$ cat src/rtl/ps2_pkg.sv
// Shared PS/2 mouse protocol constants and scheduler types.
// Imported by the command scheduler and its init ROM.
package ps2_pkg;

    localparam logic [7:0] PS2_RESET       = 8'hFF;
    localparam logic [7:0] PS2_SET_DEFAULT = 8'hF6;
    localparam logic [7:0] PS2_SET_RATE    = 8'hF3;
    localparam logic [7:0] PS2_RATE_200    = 8'hC8;
    localparam logic [7:0] PS2_ENABLE      = 8'hF4;
    localparam logic [7:0] PS2_ACK         = 8'hFA;
    localparam logic [7:0] PS2_RESEND      = 8'hFE;
    localparam logic [7:0] PS2_ERROR       = 8'hFC;
    localparam logic [7:0] PS2_BAT_OK      = 8'hAA;

    localparam int ROM_IDX_W = 3;

    typedef enum logic [2:0] {
        ST_IDLE,
        ST_SEND,
        ST_WAIT_DONE,
        ST_WAIT_ACK,
        ST_WAIT_BAT,
        ST_WAIT_ID,
        ST_FAIL
    } state_t;

    typedef enum logic [1:0] {
        ERR_NONE      = 2'd0,
        ERR_ACK_RETRY = 2'd1,
        ERR_BAT       = 2'd2,
        ERR_TX_RETRY  = 2'd3
    } err_t;

endpackage

$ cat src/rtl/ps2_init_rom.sv
// Mouse init sequence: reset, set default, set sample rate, 200 Hz, enable reporting.
// Purely combinational lookup; last flags the final byte of the sequence.
module ps2_init_rom
    import ps2_pkg::*;
(
    input  logic [ROM_IDX_W-1:0] idx,
    output logic [7:0]           data,
    output logic                 last
);

    always_comb begin
        data = PS2_RESET;
        last = 1'b0;
        case (idx)
            3'd0:    data = PS2_RESET;
            3'd1:    data = PS2_SET_DEFAULT;
            3'd2:    data = PS2_SET_RATE;
            3'd3:    data = PS2_RATE_200;
            3'd4: begin
                data = PS2_ENABLE;
                last = 1'b1;
            end
            default: begin
                data = PS2_ENABLE;
                last = 1'b1;
            end
        endcase
    end

endmodule

$ cat src/rtl/ps2_cmd_sched.sv
// PS/2 mouse command scheduler: runs the built-in init sequence or single host
// command bytes, handling ACK/resend/timeout retries and the BAT/ID handshake.
module ps2_cmd_sched
    import ps2_pkg::*;
#(
    parameter int ACK_TIMEOUT = 1000000,
    parameter int MAX_RETRY   = 3,
    parameter int BAT_TIMEOUT = 50000000
) (
    input  logic       clk,
    input  logic       rst_n,
    input  logic       init_start,
    input  logic       host_cmd_valid,
    input  logic [7:0] host_cmd_data,
    output logic       host_cmd_ready,
    output logic       tx_valid,
    output logic [7:0] tx_data,
    input  logic       tx_ready,
    input  logic       tx_done,
    input  logic       tx_err,
    input  logic       rx_valid,
    input  logic [7:0] rx_data,
    output logic       resp_valid,
    output logic [7:0] resp_data,
    output logic       busy,
    output logic       init_done,
    output logic       fail,
    output logic [1:0] err_code
);

    localparam int TMAX = (ACK_TIMEOUT > BAT_TIMEOUT) ? ACK_TIMEOUT : BAT_TIMEOUT;
    localparam int TW   = $clog2(TMAX + 1);
    localparam int RW   = (MAX_RETRY < 1) ? 1 : $clog2(MAX_RETRY + 1);
    localparam logic [TW-1:0] ACK_LIMIT = TW'(ACK_TIMEOUT - 1);
    localparam logic [TW-1:0] BAT_LIMIT = TW'(BAT_TIMEOUT - 1);
    localparam logic [RW-1:0] RETRY_MAX = RW'(MAX_RETRY);

    state_t                 state_reg, state_next;
    logic [ROM_IDX_W-1:0]   idx_reg, idx_next;
    logic [7:0]             host_byte_reg, host_byte_next;
    logic                   in_init_reg, in_init_next;
    logic [RW-1:0]          retry_reg, retry_next;
    logic [TW-1:0]          timer_reg, timer_next;
    logic                   pending_reg, pending_next;
    logic                   init_done_reg, init_done_next;
    logic                   fail_reg, fail_next;
    err_t                   err_reg, err_next;
    logic                   resp_valid_reg, resp_valid_next;
    logic [7:0]             resp_data_reg, resp_data_next;
    logic                   run_reg;

    logic [7:0]             rom_byte;
    logic                   rom_last;
    logic [7:0]             cur_byte;
    logic [TW-1:0]          timer_inc;
    logic                   start_init;
    logic                   retry_req;
    err_t                   retry_err;

    ps2_init_rom u_rom (
        .idx  (idx_reg),
        .data (rom_byte),
        .last (rom_last)
    );

    assign cur_byte   = in_init_reg ? rom_byte : host_byte_reg;
    assign busy       = (state_reg != ST_IDLE) && (state_reg != ST_FAIL);
    assign resp_valid = resp_valid_reg;
    assign resp_data  = resp_data_reg;
    assign init_done  = init_done_reg;
    assign fail       = fail_reg;
    assign err_code   = err_reg;

    always_ff @(posedge clk or negedge rst_n) begin
        if (!rst_n) begin
            state_reg      <= ST_IDLE;
            idx_reg        <= '0;
            host_byte_reg  <= '0;
            in_init_reg    <= 1'b0;
            retry_reg      <= '0;
            timer_reg      <= '0;
            pending_reg    <= 1'b0;
            init_done_reg  <= 1'b0;
            fail_reg       <= 1'b0;
            err_reg        <= ERR_NONE;
            resp_valid_reg <= 1'b0;
            resp_data_reg  <= '0;
            run_reg        <= 1'b0;
        end else begin
            state_reg      <= state_next;
            idx_reg        <= idx_next;
            host_byte_reg  <= host_byte_next;
            in_init_reg    <= in_init_next;
            retry_reg      <= retry_next;
            timer_reg      <= timer_next;
            pending_reg    <= pending_next;
            init_done_reg  <= init_done_next;
            fail_reg       <= fail_next;
            err_reg        <= err_next;
            resp_valid_reg <= resp_valid_next;
            resp_data_reg  <= resp_data_next;
            run_reg        <= 1'b1;
        end
    end

    always_comb begin
        state_next      = state_reg;
        idx_next        = idx_reg;
        host_byte_next  = host_byte_reg;
        in_init_next    = in_init_reg;
        retry_next      = retry_reg;
        timer_next      = timer_reg;
        pending_next    = pending_reg;
        init_done_next  = init_done_reg;
        fail_next       = fail_reg;
        err_next        = err_reg;
        resp_valid_next = 1'b0;
        resp_data_next  = resp_data_reg;
        host_cmd_ready  = 1'b0;
        tx_valid        = 1'b0;
        tx_data         = 8'h00;
        start_init      = 1'b0;
        retry_req       = 1'b0;
        retry_err       = ERR_NONE;
        timer_inc       = (&timer_reg) ? timer_reg : timer_reg + TW'(1);

        case (state_reg)
            ST_IDLE: begin
                // run_reg keeps ready low while reset is asserted
                host_cmd_ready = run_reg && !pending_reg;
                if (rx_valid) begin
                    resp_valid_next = 1'b1;
                    resp_data_next  = rx_data;
                end
                if (pending_reg) begin
                    start_init   = 1'b1;
                    pending_next = 1'b0;
                    in_init_next = 1'b1;
                    idx_next     = '0;
                    retry_next   = '0;
                    state_next   = ST_SEND;
                end else if (host_cmd_valid && host_cmd_ready) begin
                    host_byte_next = host_cmd_data;
                    in_init_next   = 1'b0;
                    retry_next     = '0;
                    state_next     = ST_SEND;
                end
            end
            ST_SEND: begin
                tx_valid = 1'b1;
                tx_data  = cur_byte;
                if (tx_ready) state_next = ST_WAIT_DONE;
            end
            ST_WAIT_DONE: begin
                if (tx_done) begin
                    timer_next = '0;
                    state_next = ST_WAIT_ACK;
                end else if (tx_err) begin
                    retry_req = 1'b1;
                    retry_err = ERR_TX_RETRY;
                end
            end
            ST_WAIT_ACK: begin
                // a received byte beats a simultaneous timeout expiry
                if (rx_valid) begin
                    if (rx_data == PS2_ACK) begin
                        retry_next = '0;
                        if (cur_byte == PS2_RESET) begin
                            timer_next = '0;
                            state_next = ST_WAIT_BAT;
                        end else if (!in_init_reg) begin
                            state_next = ST_IDLE;
                        end else if (rom_last) begin
                            in_init_next   = 1'b0;
                            init_done_next = 1'b1;
                            state_next     = ST_IDLE;
                        end else begin
                            idx_next   = idx_reg + ROM_IDX_W'(1);
                            state_next = ST_SEND;
                        end
                    end else if (rx_data == PS2_RESEND || rx_data == PS2_ERROR) begin
                        retry_req = 1'b1;
                        retry_err = ERR_ACK_RETRY;
                    end else begin
                        resp_valid_next = 1'b1;
                        resp_data_next  = rx_data;
                    end
                end else if (timer_reg >= ACK_LIMIT) begin
                    retry_req = 1'b1;
                    retry_err = ERR_ACK_RETRY;
                end else begin
                    timer_next = timer_inc;
                end
            end
            ST_WAIT_BAT: begin
                if (rx_valid) begin
                    if (rx_data == PS2_BAT_OK) begin
                        state_next = ST_WAIT_ID;
                    end else if (rx_data == PS2_ERROR) begin
                        fail_next    = 1'b1;
                        err_next     = ERR_BAT;
                        in_init_next = 1'b0;
                        state_next   = ST_FAIL;
                    end else begin
                        resp_valid_next = 1'b1;
                        resp_data_next  = rx_data;
                    end
                end else if (timer_reg >= BAT_LIMIT) begin
                    fail_next    = 1'b1;
                    err_next     = ERR_BAT;
                    in_init_next = 1'b0;
                    state_next   = ST_FAIL;
                end else begin
                    timer_next = timer_inc;
                end
            end
            ST_WAIT_ID: begin
                if (rx_valid) begin
                    resp_valid_next = 1'b1;
                    resp_data_next  = rx_data;
                    if (in_init_reg) begin
                        idx_next   = idx_reg + ROM_IDX_W'(1);
                        retry_next = '0;
                        state_next = ST_SEND;
                    end else begin
                        state_next = ST_IDLE;
                    end
                end
            end
            ST_FAIL: begin
            end
            default: state_next = ST_IDLE;
        endcase

        if (retry_req) begin
            if (retry_reg == RETRY_MAX) begin
                fail_next    = 1'b1;
                err_next     = retry_err;
                in_init_next = 1'b0;
                state_next   = ST_FAIL;
            end else begin
                retry_next = retry_reg + RW'(1);
                state_next = ST_SEND;
            end
        end

        // init_start is dropped while init is running; otherwise it is queued for IDLE
        if (init_start) begin
            init_done_next = 1'b0;
            if (state_reg == ST_FAIL) begin
                fail_next    = 1'b0;
                err_next     = ERR_NONE;
                pending_next = 1'b1;
                state_next   = ST_IDLE;
            end else if (!in_init_reg && !start_init) begin
                pending_next = 1'b1;
            end
        end
    end

endmodule

$ cat config.mk
export PLATFORM = sky130hd
export DESIGN_NAME = ps2_cmd_sched
export DESIGN_NICKNAME = d
export VERILOG_FILES = /design/src/rtl/ps2_pkg.sv /design/src/rtl/ps2_init_rom.sv /design/src/rtl/ps2_cmd_sched.sv
export SDC_FILE = /design/constraint.sdc
export NUM_CORES = 1
export LEC_CHECK = 0
export ABC_AREA = 1
export CORE_MARGIN = 2
export CORE_UTILIZATION = 41
export CTS_CLUSTER_DIAMETER = 60
export DETAILED_ROUTE_END_ITERATION = 8
export GPL_TIMING_DRIVEN = 0
export PLACE_DENSITY = 0.6
export RECOVER_POWER = 50
export SETUP_SLACK_MARGIN = 0.4
export SLEW_MARGIN = 5
export SYNTH_ARGS = -nofsm -noshare
export SYNTH_HDL_FRONTEND = slang
export SYNTH_SLANG_ARGS = --single-unit
$ cat constraint.sdc
create_clock -name clk -period 3.61 [get_ports clk]
set_input_delay 0.361 -clock clk [delete_from_list [all_inputs] [get_ports clk]]
set_output_delay 0.361 -clock clk [all_outputs]
set_load 0.005 [all_outputs]
* After elaboration in Yosys (flattened, before gate mapping)
Index checks and enable logic that the tools add are counted.
** Storage, ports and cells
- Register bits after elaboration :: 58
- Bits in latches :: 0
- RAM bits :: 0
- Bits in read-only memories :: 0
- Input bits :: 24
- Output and inout port bits :: 24
- Word-level logic and storage cells :: 210
- Memories :: 0
** Cells by class
- $add $sub $neg :: 3
- $mul :: 0
- Div/mod/pow operators :: 0
- $lt $le $gt $ge :: 2
- Equal/unequal tests :: 38
- Shift operators :: 0
- Mux-type cells :: 127
- Bitwise gates (word level) :: 1
- Reductions and logical operators :: 26
** Operator list (number)
- $mux W26 :: 8
- $pmux W26 S3 :: 1
- $mux W3 :: 24
- $mux W8 :: 9
- $mux W1 :: 56
- $eq A8 B8 Y1 const B :: 5
- $mux W2 :: 20
- $ne A2 B2 Y1 const B :: 17
- $add A26 B1 Y26 const B :: 1
- $ge A26 B20 Y1 const B :: 1
- $ge A26 B26 Y1 const B :: 1
- $reduce_and A26 Y1 :: 1
- $pmux W6 S4 :: 1
- $pmux W8 S3 :: 1
- $pmux W3 S7 :: 1
- $eq A3 B2 Y1 const B :: 4
- $ne A3 B3 Y1 const B :: 4
- $reduce_bool A3 Y1 :: 4
- $eq A3 B3 Y1 const B :: 3
- $pmux W3 S3 :: 1
- $reduce_and A9 Y1 :: 1
- $reduce_and A8 Y1 :: 1
- $reduce_bool A2 Y1 :: 4
- $reduce_and A7 Y1 :: 1
- other kinds (18) :: 27

* Depth between registers and ports, before layout
- Depth in word-level cells :: 11
- Depth in mapped cells :: 14
- Gate-level depth less buffers :: 13

* By module
Synthesis repeated with hierarchy kept, for this count alone.
** Second synthesis, totals
- Cells, all modules :: 711
- Area total of the unflattened synthesis :: 4341.7 µm²
** By module, submodules not included
- ps2_cmd_sched :: instances 1, cells an instance 698, area each 4274.1 µm², seq. area each 1451.4 µm²
- ps2_init_rom :: instances 1, cells an instance 13, area each 67.6 µm², seq. area each 0.0 µm²

* Least setup slack after synthesis
Ideal clock, no wire load.
- Kind :: register -> register
- From :: register idx_reg[0]
- To :: register timer_reg[25]
- Library setup time :: 0.065 ns
- Data arrival time :: 1.829 ns
- Data required time :: 3.545 ns
- Path slack :: 1.716 ns
- Cell stages (with the launch flop) :: 13
- Buffers on the path :: 1
- Period minus slack after synthesis :: 1.894 ns
- Cell sequence :: dfrtp_1 -> ha_1 -> ha_1 -> a21oi_1 -> o22ai_1 -> nor2_1 -> nand2_1 -> nand3_1 -> nand2_4 -> nor2_8 -> buf_6 -> nand2_1 -> nand2_1
** Between the ends
- Word-level cells in the longest chain between the ends :: 6
- Elaborated cells on any way between the ends :: 9
- Classes of those cells :: 5 x eq/ne; 2 x mux; 2 x reduce/logical
** RTL lines
- start, declared :: line ps2_cmd_sched.sv:39 : logic [ROM_IDX_W-1:0] idx_reg, idx_next;
- start signal, assigned :: line ps2_cmd_sched.sv:91 : idx_reg <= idx_next;
- $eq A3 B2 Y1 (tied with other cells) :: line ps2_init_rom.sv:14 : case (idx)
- $pmux W6 S4 (*) :: line ps2_init_rom.sv:14
- $mux W8 (*) :: line ps2_cmd_sched.sv:66 : assign cur_byte = in_init_reg ? rom_byte : host_byte_reg;
- $eq A8 B8 Y1 (*) :: line ps2_cmd_sched.sv:168 : if (cur_byte == PS2_RESET) begin
- $ne A3 B3 Y1 (no line) (*)
- $reduce_and A7 Y1 (no line) (*)
- end signal, assigned :: line ps2_cmd_sched.sv:95 : timer_reg <= timer_next;
- end, declared :: line ps2_cmd_sched.sv:43 : logic [TW-1:0] timer_reg, timer_next;
Every way passes the cells marked *; elsewhere a longest branch is shown, timed or not.
A chain may end at the register's enable or synchronous reset.

* Worst setup path in the final report
- From :: register state_reg[2]
- To :: output port tx_data[4]
** Between the ends
- Word-level cells in the longest chain between the ends :: 2
** RTL lines
- start, declared :: line ps2_cmd_sched.sv:38 : state_t state_reg, state_next;
- start signal, assigned :: line ps2_cmd_sched.sv:90 : state_reg <= state_next;
- $eq A3 B1 Y1 :: line ps2_cmd_sched.sv:127 : case (state_reg)
- $mux W8 :: line ps2_cmd_sched.sv:127
- end, declared :: line ps2_cmd_sched.sv:17 : output logic [7:0] tx_data,
Every way passes these cells.

==> impl_metrics.env <==
export IMPL_maxSlewHeadroom=-0.00864
export IMPL_path_class="reg -> out"
export IMPL_pin_count=48
export IMPL_p_per_area_nw_per_um2=577
export IMPL_cp_top_family="buffers and inverters"
export IMPL_hold_class="in -> async"
export IMPL_rows=38
export IMPL_cts_resized=0
export IMPL_io_buffers=46
export IMPL_dieArea_sq_um=11800
export IMPL_reg2reg_setup_slack_ns=1.29
export IMPL_synthCells=695
export IMPL_fin_setup_tns_ns=0
export IMPL_antenna_found_initial=0
export IMPL_synth_commonest_cells="nand2_1, nor2_1, nand3_1"
export IMPL_cts_sinks=58
export IMPL_final_period_utilization=0.693
export IMPL_cts_max_level=3
export IMPL_cp_end_kind="output port"
export IMPL_crit_slowest_cell="clkdlybuf4s50_1"
export IMPL_min_period_ns=2.50
export IMPL_clk_latency_ns=0.36
export IMPL_setup_viol_count_final=0
export IMPL_yosys_area_top_type="dfrtp_1"
export IMPL_ant_nets=0
export IMPL_gp_congestion=0.927
export IMPL_worst_pin_slew_ns=1.51
export IMPL_fmax_mhz=400
export IMPL_synth_seq_cells=58
export IMPL_largest_register_ffs=26
export IMPL_slew_viol_final=59
export IMPL_cts_post_setup_buffers_inserted=0
export IMPL_grt_overflow=0
export IMPL_grt_pass1_vias=4338
export IMPL_register_area_sq_um=1450
export IMPL_vias_per_cell=5.05
export IMPL_synth_area_leaders="dfrtp_1, nand2_1, nand3_1, nor2_1, inv_1"
export IMPL_vias=4526
export IMPL_route_detailed_drc=0
export IMPL_synth_async_reset_ratio=1.00
export IMPL_power_leakage_uw=0.00278
export IMPL_synth_most_common_cell="nand2_1"
export IMPL_grt_pass1_wl_mm=20.5
export IMPL_synth_edf_count=0
export IMPL_grt_usage=0.222
export IMPL_path_cells="inv_2, nand3_1, inv_1, nand2_1, nor2_1, clkdlybuf4s50_1"
export IMPL_synth_top_flop_cell="dfrtp_1"
export IMPL_yosysTopAreaCellShare=0.324
export IMPL_path_clk_slew_ns=0.07
export IMPL_drt_pass1_iterations=5
export IMPL_grt_max_degree=59
export IMPL_fillers=1145
export IMPL_syn_avg_cell_area_sq_um=6.45
export IMPL_path_max_fanout=8
export IMPL_run_status="finished with violations"
export IMPL_yosysWarnings=0
export IMPL_cp_arrival_ns=2.14
export IMPL_syn_area_sq_um=4490
export IMPL_drive_above_1_share=0.103
export IMPL_clk_path_buf_depth=2
export IMPL_hpwl_mm=9.25
export IMPL_rsz0062_at_grt="false"
export IMPL_core_region_area_sq_um=10700
export IMPL_drt_initial_drc_count=246
export IMPL_crit_buf_inv=3
export IMPL_antenna_cells=0
export IMPL_area_delta_synth_final_pct=18.1
export IMPL_multiInputGateArea_sq_um=2620
export IMPL_cts_tree="yes"
export IMPL_violations="max-capacitance violations, max-slew violations"
export IMPL_synth_fp_nets=726
export IMPL_vdd_ir_drop_max_mv=0.314
export IMPL_synth_seq_area_share=0.324
export IMPL_cts_hold_buf=0
export IMPL_die_y_um=109
export IMPL_p_total_uw=3050
export IMPL_final_nets=783
export IMPL_initial_core_util=0.417
export IMPL_wl_per_cell_um=13.5
export IMPL_root_buffer="clkbuf_8"
export IMPL_synth_distinct_cells=42
export IMPL_slowest_delay_ns=0.51
export IMPL_die_w_um=109
export IMPL_numCtsBuffers=9
export IMPL_drt_wl_total_mm=12.1
export IMPL_maxCapViolCount=1
export IMPL_crit_required_ns=3.25
export IMPL_startpoint_type="register"
export IMPL_final_hold_violation_count=0
export IMPL_clock_skew_ns=0.00977
==> worst paths after layout <==
| kind | start | endpoint | depth (start not counted) |
|---|---|---|---|
| max reg2reg | idx_reg[0] | timer_reg[24] | 13 |
| min reg2reg | resp_data[4] | resp_data[4] | 2 |
| min in group clk | resp_data[4] | resp_data[4] | 2 |
| max in group asynchronous | rst_n | host_byte_reg[4] | 1 |
| max | state_reg[2] | tx_data[4] | 6 |
| min | rst_n | timer_reg[14] | 1 |
==> layer usage <==
layer | up-vias | global-route usage | part of all wire
met1 | 2113 | 0.292 | 0.47
met3 | 20 | 0.0404 | 0.039
met5 | - | 0 | 0
met4 | 0 | 0.0879 | 0.018
met2 | 100 | 0.362 | 0.47
li1 | 2293 | - | -
==> placed cells by master (no fill, tap or decap), drive strengths merged <==
master / n
a211oi: 1
a21boi: 2
a21oi: 17
a31oi: 3
and2: 1
buf: 20
clkbuf: 14
clkdlybuf4s50: 35
clkinv: 6
conb: 1
dfrtp: 58
dlygate4sd3: 10
ha: 7
inv: 64
mux2: 8
nand2: 304
nand3: 66
nand3b: 1
nand4: 9
nor2: 83
nor3: 10
o211ai: 1
o21a: 1
o21ai: 16
o21bai: 1
o22ai: 1
xnor2: 4
xor2: 13
==> layout make-up <==
type	count	area share
plain buffers	22	0.0324
clock buffers	11	0.0286
clock inverters	5	0.00543
inverters	65	0.0463
multi-input cells	550	0.494
flip-flops and latches	58	0.274
well taps	140	0.0331
repair buffers	46	0.0860
==> worst register-to-register path: stages (launching register included) <==
cell and delay, ns:
dfrtp_1 0.43, inv_1 0.09, ha_1 0.21, o21ai_1 0.27
nand3_1 0.11, o21ai_0 0.13, nor2_1 0.08, nand2_1 0.17
nand3_1 0.22, nand2_4 0.17, nor2_8 0.06, buf_6 0.14
nand2_1 0.06, nand2_1 0.05
==> metrics by stage <==
stage	worst slack [ns]	cells	hold WS [ns]	cell area, sq um	util
final	1.11	897	0.363	5300	0.493
after global routing	0.927	897	0.504	5300	0.493
after CTS	1.07	897	0.113	5300	0.493
after detailed placement	1.12	881	0.467	5120	0.476
after global placement	0.163	881	0.467	5120	0.477
after floorplan	1.72	695	0.0654	4490	-
==> cells by family after synthesis <==
| kind of cell | Yosys count | share of synthesized area |
|---|---|---|
| AND/OR/NAND/NOR | 474 | 0.453 |
| buffers and inverters | 87 | 0.0929 |
| flip-flops | 58 | 0.324 |
| AO/OA/AOI/OAI | 43 | 0.0566 |
| XOR/XNOR | 17 | 0.0332 |
| multiplexers | 8 | 0.0201 |
| adder cells (fa/ha/maj) | 7 | 0.0195 |
| other | 1 | 0.000836 |
==> report_power, final <==
group	switching [uW]	leakage, uW	internal [uW]
Sequential	118	0.000760	808
Combinational	889	0.00192	665
Clock	291	0.0000988	283
Total	1300	0.00278	1760
(Power assumes the default switching activity.)
